===== config.mk =====
export PLATFORM = sky130hd
export DESIGN_NAME = bnn_argmax_out
export DESIGN_NICKNAME = d
export VERILOG_FILES = /design/src/rtl/bnn_argmax_out.sv
export SDC_FILE = /design/constraint.sdc
export NUM_CORES = 1
export LEC_CHECK = 0
export CORE_ASPECT_RATIO = 0.9
export CORE_UTILIZATION = 48
export CTS_CLUSTER_DIAMETER = 30
export CTS_CLUSTER_SIZE = 14
export DETAILED_ROUTE_END_ITERATION = 8
export GPL_ROUTABILITY_DRIVEN = 0
export PLACE_DENSITY_LB_ADDON = 0.05
export SLEW_MARGIN = 20
export SYNTH_ARGS = -nofsm -noshare
export SYNTH_HDL_FRONTEND = slang
export SYNTH_SLANG_ARGS = --single-unit

===== constraint.sdc =====
create_clock -name clk -period 7.2 [get_ports clk]
set_input_delay 1.44 -clock clk [delete_from_list [all_inputs] [get_ports clk]]
set_output_delay 1.44 -clock clk [all_outputs]
set_load 0.02 [all_outputs]

===== src/rtl/bnn_argmax_out.sv =====
// bnn_argmax_out: latches the final layer's class scores and scans them
// for the argmax. ARGMAX_MARGIN_EN adds margin_out (best - second best).
module bnn_argmax_out #(
  parameter int N_CLASS = 10,
  parameter int SCORE_W = 6,
  parameter int IDX_W   = $clog2(N_CLASS)
) (
  input  logic                       clk,
  input  logic                       xrst,
  output logic                       in_req,
  input  logic                       in_ack,
  input  logic [N_CLASS*SCORE_W-1:0] scores,
  output logic                       out_valid,
  input  logic                       out_ready,
  output logic [IDX_W-1:0]           class_out,
  output logic [SCORE_W-1:0]         max_out,
`ifdef ARGMAX_MARGIN_EN
  output logic [SCORE_W-1:0]         margin_out,
`endif
  output logic                       busy
);

  typedef enum logic [1:0] {
    ST_REQ, ST_DROP, ST_SCAN, ST_OUT
  } state_t;

  localparam logic [IDX_W-1:0] LAST = IDX_W'(N_CLASS - 1);

  state_t                     state_q, state_d;
  logic [N_CLASS*SCORE_W-1:0] scores_q, scores_d;
  logic [IDX_W-1:0]           idx_q, idx_d;
  logic [SCORE_W-1:0]         best_q, best_d;
  logic [IDX_W-1:0]           class_q, class_d;
  logic [SCORE_W-1:0]         s_cur;
  logic                       scan, first, new_best;

  always_comb begin
    s_cur = '0;
    for (int k = 0; k < N_CLASS; k++) begin
      if (idx_q == IDX_W'(k)) s_cur = scores_q[k*SCORE_W +: SCORE_W];
    end
  end

  assign scan     = (state_q == ST_SCAN);
  assign first    = scan && (idx_q == '0);
  assign new_best = scan && (idx_q != '0) && (s_cur > best_q);

  always_comb begin
    state_d  = state_q;
    scores_d = scores_q;
    idx_d    = idx_q;
    best_d   = best_q;
    class_d  = class_q;
    unique case (state_q)
      ST_REQ: begin
        if (in_ack) begin
          scores_d = scores;
          state_d  = ST_DROP;
        end
      end
      ST_DROP: begin
        if (!in_ack) begin
          idx_d   = '0;
          state_d = ST_SCAN;
        end
      end
      ST_SCAN: begin
        if (first || new_best) begin
          best_d  = s_cur;
          class_d = idx_q;
        end
        if (idx_q == LAST) state_d = ST_OUT;
        else idx_d = idx_q + IDX_W'(1);
      end
      ST_OUT: begin
        if (out_ready) state_d = ST_REQ;
      end
      default: state_d = ST_REQ;
    endcase
  end

  always_ff @(posedge clk or negedge xrst) begin
    if (!xrst) begin
      state_q  <= ST_REQ;
      scores_q <= '0;
      idx_q    <= '0;
      best_q   <= '0;
      class_q  <= '0;
    end else begin
      state_q  <= state_d;
      scores_q <= scores_d;
      idx_q    <= idx_d;
      best_q   <= best_d;
      class_q  <= class_d;
    end
  end

`ifdef ARGMAX_MARGIN_EN
  logic [SCORE_W-1:0] second_q, second_d;
  logic [SCORE_W-1:0] margin_q, margin_d;

  // Ties for best fall into the second branch, giving a zero margin.
  always_comb begin
    second_d = second_q;
    margin_d = margin_q;
    if (first) second_d = '0;
    else if (new_best) second_d = best_q;
    else if (scan && (s_cur > second_q)) second_d = s_cur;
    if (scan) margin_d = best_d - second_d;
  end

  always_ff @(posedge clk or negedge xrst) begin
    if (!xrst) begin
      second_q <= '0;
      margin_q <= '0;
    end else begin
      second_q <= second_d;
      margin_q <= margin_d;
    end
  end

  assign margin_out = margin_q;
`endif

  assign in_req    = (state_q == ST_REQ);
  assign out_valid = (state_q == ST_OUT);
  assign busy      = (state_q != ST_REQ);
  assign class_out = class_q;
  assign max_out   = best_q;

endmodule


==> metrics.md <==
| Metric | Value |
|---|---|
| Leak Pwr | `2.00 nW` |
| Post-route setup TNS | `0 ns` |
| Kind of critical path | `reg2reg` |
| Area of the multi-input gates | `0.00181 mm²` |
| Drc violations | `0` |
| Clock latency reported for the late side of the worst-skew pair | `0.35 ns` |
| Compound-cell area share of the yosys netlist | `0.167` |
| Worst reg2reg startpoint | `idx_q[1]` |
| CTS Buf Count | `9` |
| Max-slew violation total from the final report | `0` |
| Number of cells produced by synthesis | `304` |
| DIE HEIGHT | `87.2 µm` |
| Fraction of the cycle the final worst path needs | `0.535` |
| Number of buffers inserted by port buffering | `76` |
| Count of cell instances traversed by the critical path | `12` |
| Standard cell core area | `0.00769 mm²` |
| Proportion of synthesized area in mux cells | `0.206` |
| Detailed Place HPWL | `6.30 mm` |
| Timing-limited maximum frequency | `260 MHz` |
| Time the worst path needs with I/O delays and setup | `~3.8 ns` |
| Netlist area before placement | `just under 0.004 mm²` |
| Relative max-transition margin | `0.370` |
| Post-cts sizing count | `0` |
| Critical path endpoint category | `register` |
| Vias in the first global route | `2838` |
| Leading area contributor after synthesis | `dfrtp_1` |
| Final count of hold timing violations | `0` |
| Global Route Usage Sum | `0.227` |
| Routed length per instance | `18.7 µm` |
| Cell row count | `30` |
| Count of pins on the block boundary | `77` |
| TritonRoute pass-1 iters | `4` |
| Setup skew after layout | `0.0124 ns` |
| Unrepaired setup endpoints after global routing | `no` |
| Maximum VDD drop | `0.249 mV` |
| Path class of the lowest-slack min-delay path | `reg2reg` |
| Start point of the critical path | `idx_q[1]` |
| Clock-pin slew of the registers on the worst-case setup and hold paths | `~0.080 ns` |
| Flops & latches, synth | `76` |
| Starting utilization of the core area | `0.503` |
| Total power divided by cell area | `440 mW/mm²` |
| Crit path cell chain | `inv_1 > ha_1 > nor2b_2 > a221oi_1 > o311a_1 > a221oi_2 > ha_1 > o21a_1 > o22ai_1 > a21oi_1 > o21ai_4 > mux2_2` |
| Global-route wire length before repair | `14.7 mm` |
| Endpoints failing setup | `0` |
| Proportion of synthesized flip-flops having asynchronous set or reset | `1.00` |
| Vias | `about 2800` |
| Max Root-Sink Buffers | `2` |
| Number of flops mapped to enable cells by yosys | `0` |
| CP required | `~7.4 ns` |
| CTS tree | `yes` |
| Routed vias/inst | `between 5 and 6` |
| Largest family of logic cells by synthesized area | `multiplexers` |
| Slowest stage cell, crit path | `nor2b_2` |
| P&R area growth vs syn | `25.4%` |
| Yosys warnings | `0` |
| Result of the run | `finished clean` |
| Post-layout total power | `0.00214 W` |
| Largest cells by area after synthesis | `dfrtp_1 49%, mux2_2 20%, ha_1 4.5%` |
| Worst-case reg-to-reg path depth | `12` |
| Number of filler instances in the final layout | `640` |
| Synth Area in Adders | `0.0452` |
| Longest individual stage delay on the worst path | `0.47 ns` |
| Number of nets with antenna violations after routing | `0` |
| Yosys top cell area share | `0.491` |
| CP Max Fanout | `17` |
| Number of buffers inserted to repair setup after CTS | `0` |
| Initial antenna violation count | `0` |
| Leading register cell type out of synthesis | `dfrtp_1` |
| Worst reg2reg setup slack | `3.35 ns` |
| Share of post-route cells with drive strength above 1 | `0.272` |
| R2r endpoint | `class_out[0]` |
| Most used cell, CP | `ha_1` |
| Max H-tree Level | `3` |
| Worst path bufs/invs | `1` |
| Worst Max-Slew Pin Slew | `between 0.9 and 1 ns` |
| DR iter-0 viols | `102` |
| Critical Path Source Type | `register` |
| Delay-heaviest family, CP | `compound AO/OA/AOI/OAI gates` |
| Worst setup path endpoint | `class_out[0]` |
| Share of synthesized cell area in and, or, nand and nor gates | `0.0481` |
| Max Cap Violations | `0` |
| Die outline area | `0.00843 mm²` |
| Total area of sequential cells | `0.00190 mm²` |
| Distinct cells, synth | `46` |
| Antenna fix cells | `0` |
| Post-CTS Hold Buffers | `0` |
| Net total in the final layout | `451` |
| Clock tree root buffer cell | `clkbuf_8` |
| Wire length reported by the detailed router | `8.85 mm` |
| X dimension of the die | `96.7 µm` |
| Synthesized-area fraction occupied by xor and xnor cells | `0` |
| CP Data Arrival Time | `4.08 ns` |
| Mean area per synthesized cell | `12.7 µm²` |
| Maximum number of pins on one net before global-route repair | `77` |
| Syn Nets | `382` |
| Post-synthesis sequential area ratio | `0.491` |
| Overflow left after global routing | `0` |
| Sink count of the clock tree | `76` |
==> flip-flops by register name, summed over array words and instances (netlist names) <==
name / flops
state_q: 2
scores_q: 60
class_out: 4
max_out: 6
idx_q: 4
==> placed cells by master, fill, tap and decap left out, types with 4 or more instances in the layout <==
cell type	Yosys	layout
clkdlybuf4s50_1	0	75
a22o_1	5	5
a21oi_1	11	11
a221oi_2	5	5
o22ai_2	4	4
dfrtp_1	76	76
o32a_1	9	9
o21ai_0	8	8
a221oi_1	9	9
clkbuf_8	0	9
inv_1	16	16
mux2_2	69	69
nor2_1	5	5
ha_1	14	14
o211ai_1	7	7
nand2_1	11	10
==> worst reg2reg max path, stage by stage, from the launching register on <==
cell and delay (ns):
dfrtp_1 0.45, inv_1 0.09, ha_1 0.40, nor2b_2 0.48, a221oi_1 0.17, o311a_1 0.38, a221oi_2 0.28, ha_1 0.30
o21a_1 0.19, o22ai_1 0.14, a21oi_1 0.10, o21ai_4 0.37, mux2_2 0.38
==> power breakdown <==
part,internal (W),switching [W]
registers,0.000637,0.000175
logic,0.000534,0.000465
clock network,0.000162,0.000167
total,0.00133,0.000806
==> layer usage <==
metal  track usage  part of all wire
met4        0.0733             0.014
met3        0.0522             0.050
met2         0.338              0.44
met1         0.329              0.50
met5             0                 0
==> per-stage QoR <==
step	std cells	utilization	hold slack [ns]	area, µm²	setup slack (ns)
after detailed placement	458	0.605	0.493	4660	3.39
after global routing	474	0.631	0.519	4860	3.11
final	474	0.631	0.515	4860	3.35
after floorplan	304	-	0.474	3870	4.14
after CTS	474	0.631	0.515	4860	3.38
after global placement	458	0.605	0.491	4660	3.55
==> cells in the mapped netlist (all sizes together), types with 3 or more instances <==
master / n
a21oi: 11
a221oi: 14
a22o: 5
buf: 17
dfrtp: 76
ha: 14
inv: 16
mux2: 69
nand2: 11
nor2: 5
nor2b: 3
o211ai: 7
o21ai: 9
o22ai: 6
o32a: 9
==> layout make-up <==
type	count	area share
flip-flops and latches	76	0.392
multi-input cells	193	0.372
repair buffers	77	0.158
clock buffers	9	0.0255
well taps	96	0.0247
clock inverters	7	0.0157
inverters	16	0.0124
==> kinds of logic (layout without fill, tap and decap cells) <==
group | Yosys count | count (layout)
AO/OA/AOI/OAI | 75 | 75
adder cells (fa/ha/maj) | 14 | 14
buffers and inverters | 35 | 109
flip-flops | 76 | 76
multiplexers | 71 | 71
AND/OR/NAND/NOR | 33 | 33
==> how the worst min path moves through the flow <==
stage,start,endpoint,slack (ns),cells after the start
finish,scores_q[18],scores_q[18],0.52,1
global route,scores_q[15],scores_q[15],0.52,1
CTS,scores_q[5],scores_q[5],0.51,1
detailed placement,scores_q[19],scores_q[19],0.49,1
global placement,scores_q[5],scores_q[5],0.49,1
floorplan,scores_q[13],scores_q[13],0.47,1
No activity file was read; power rests on OpenSTA's default activity.
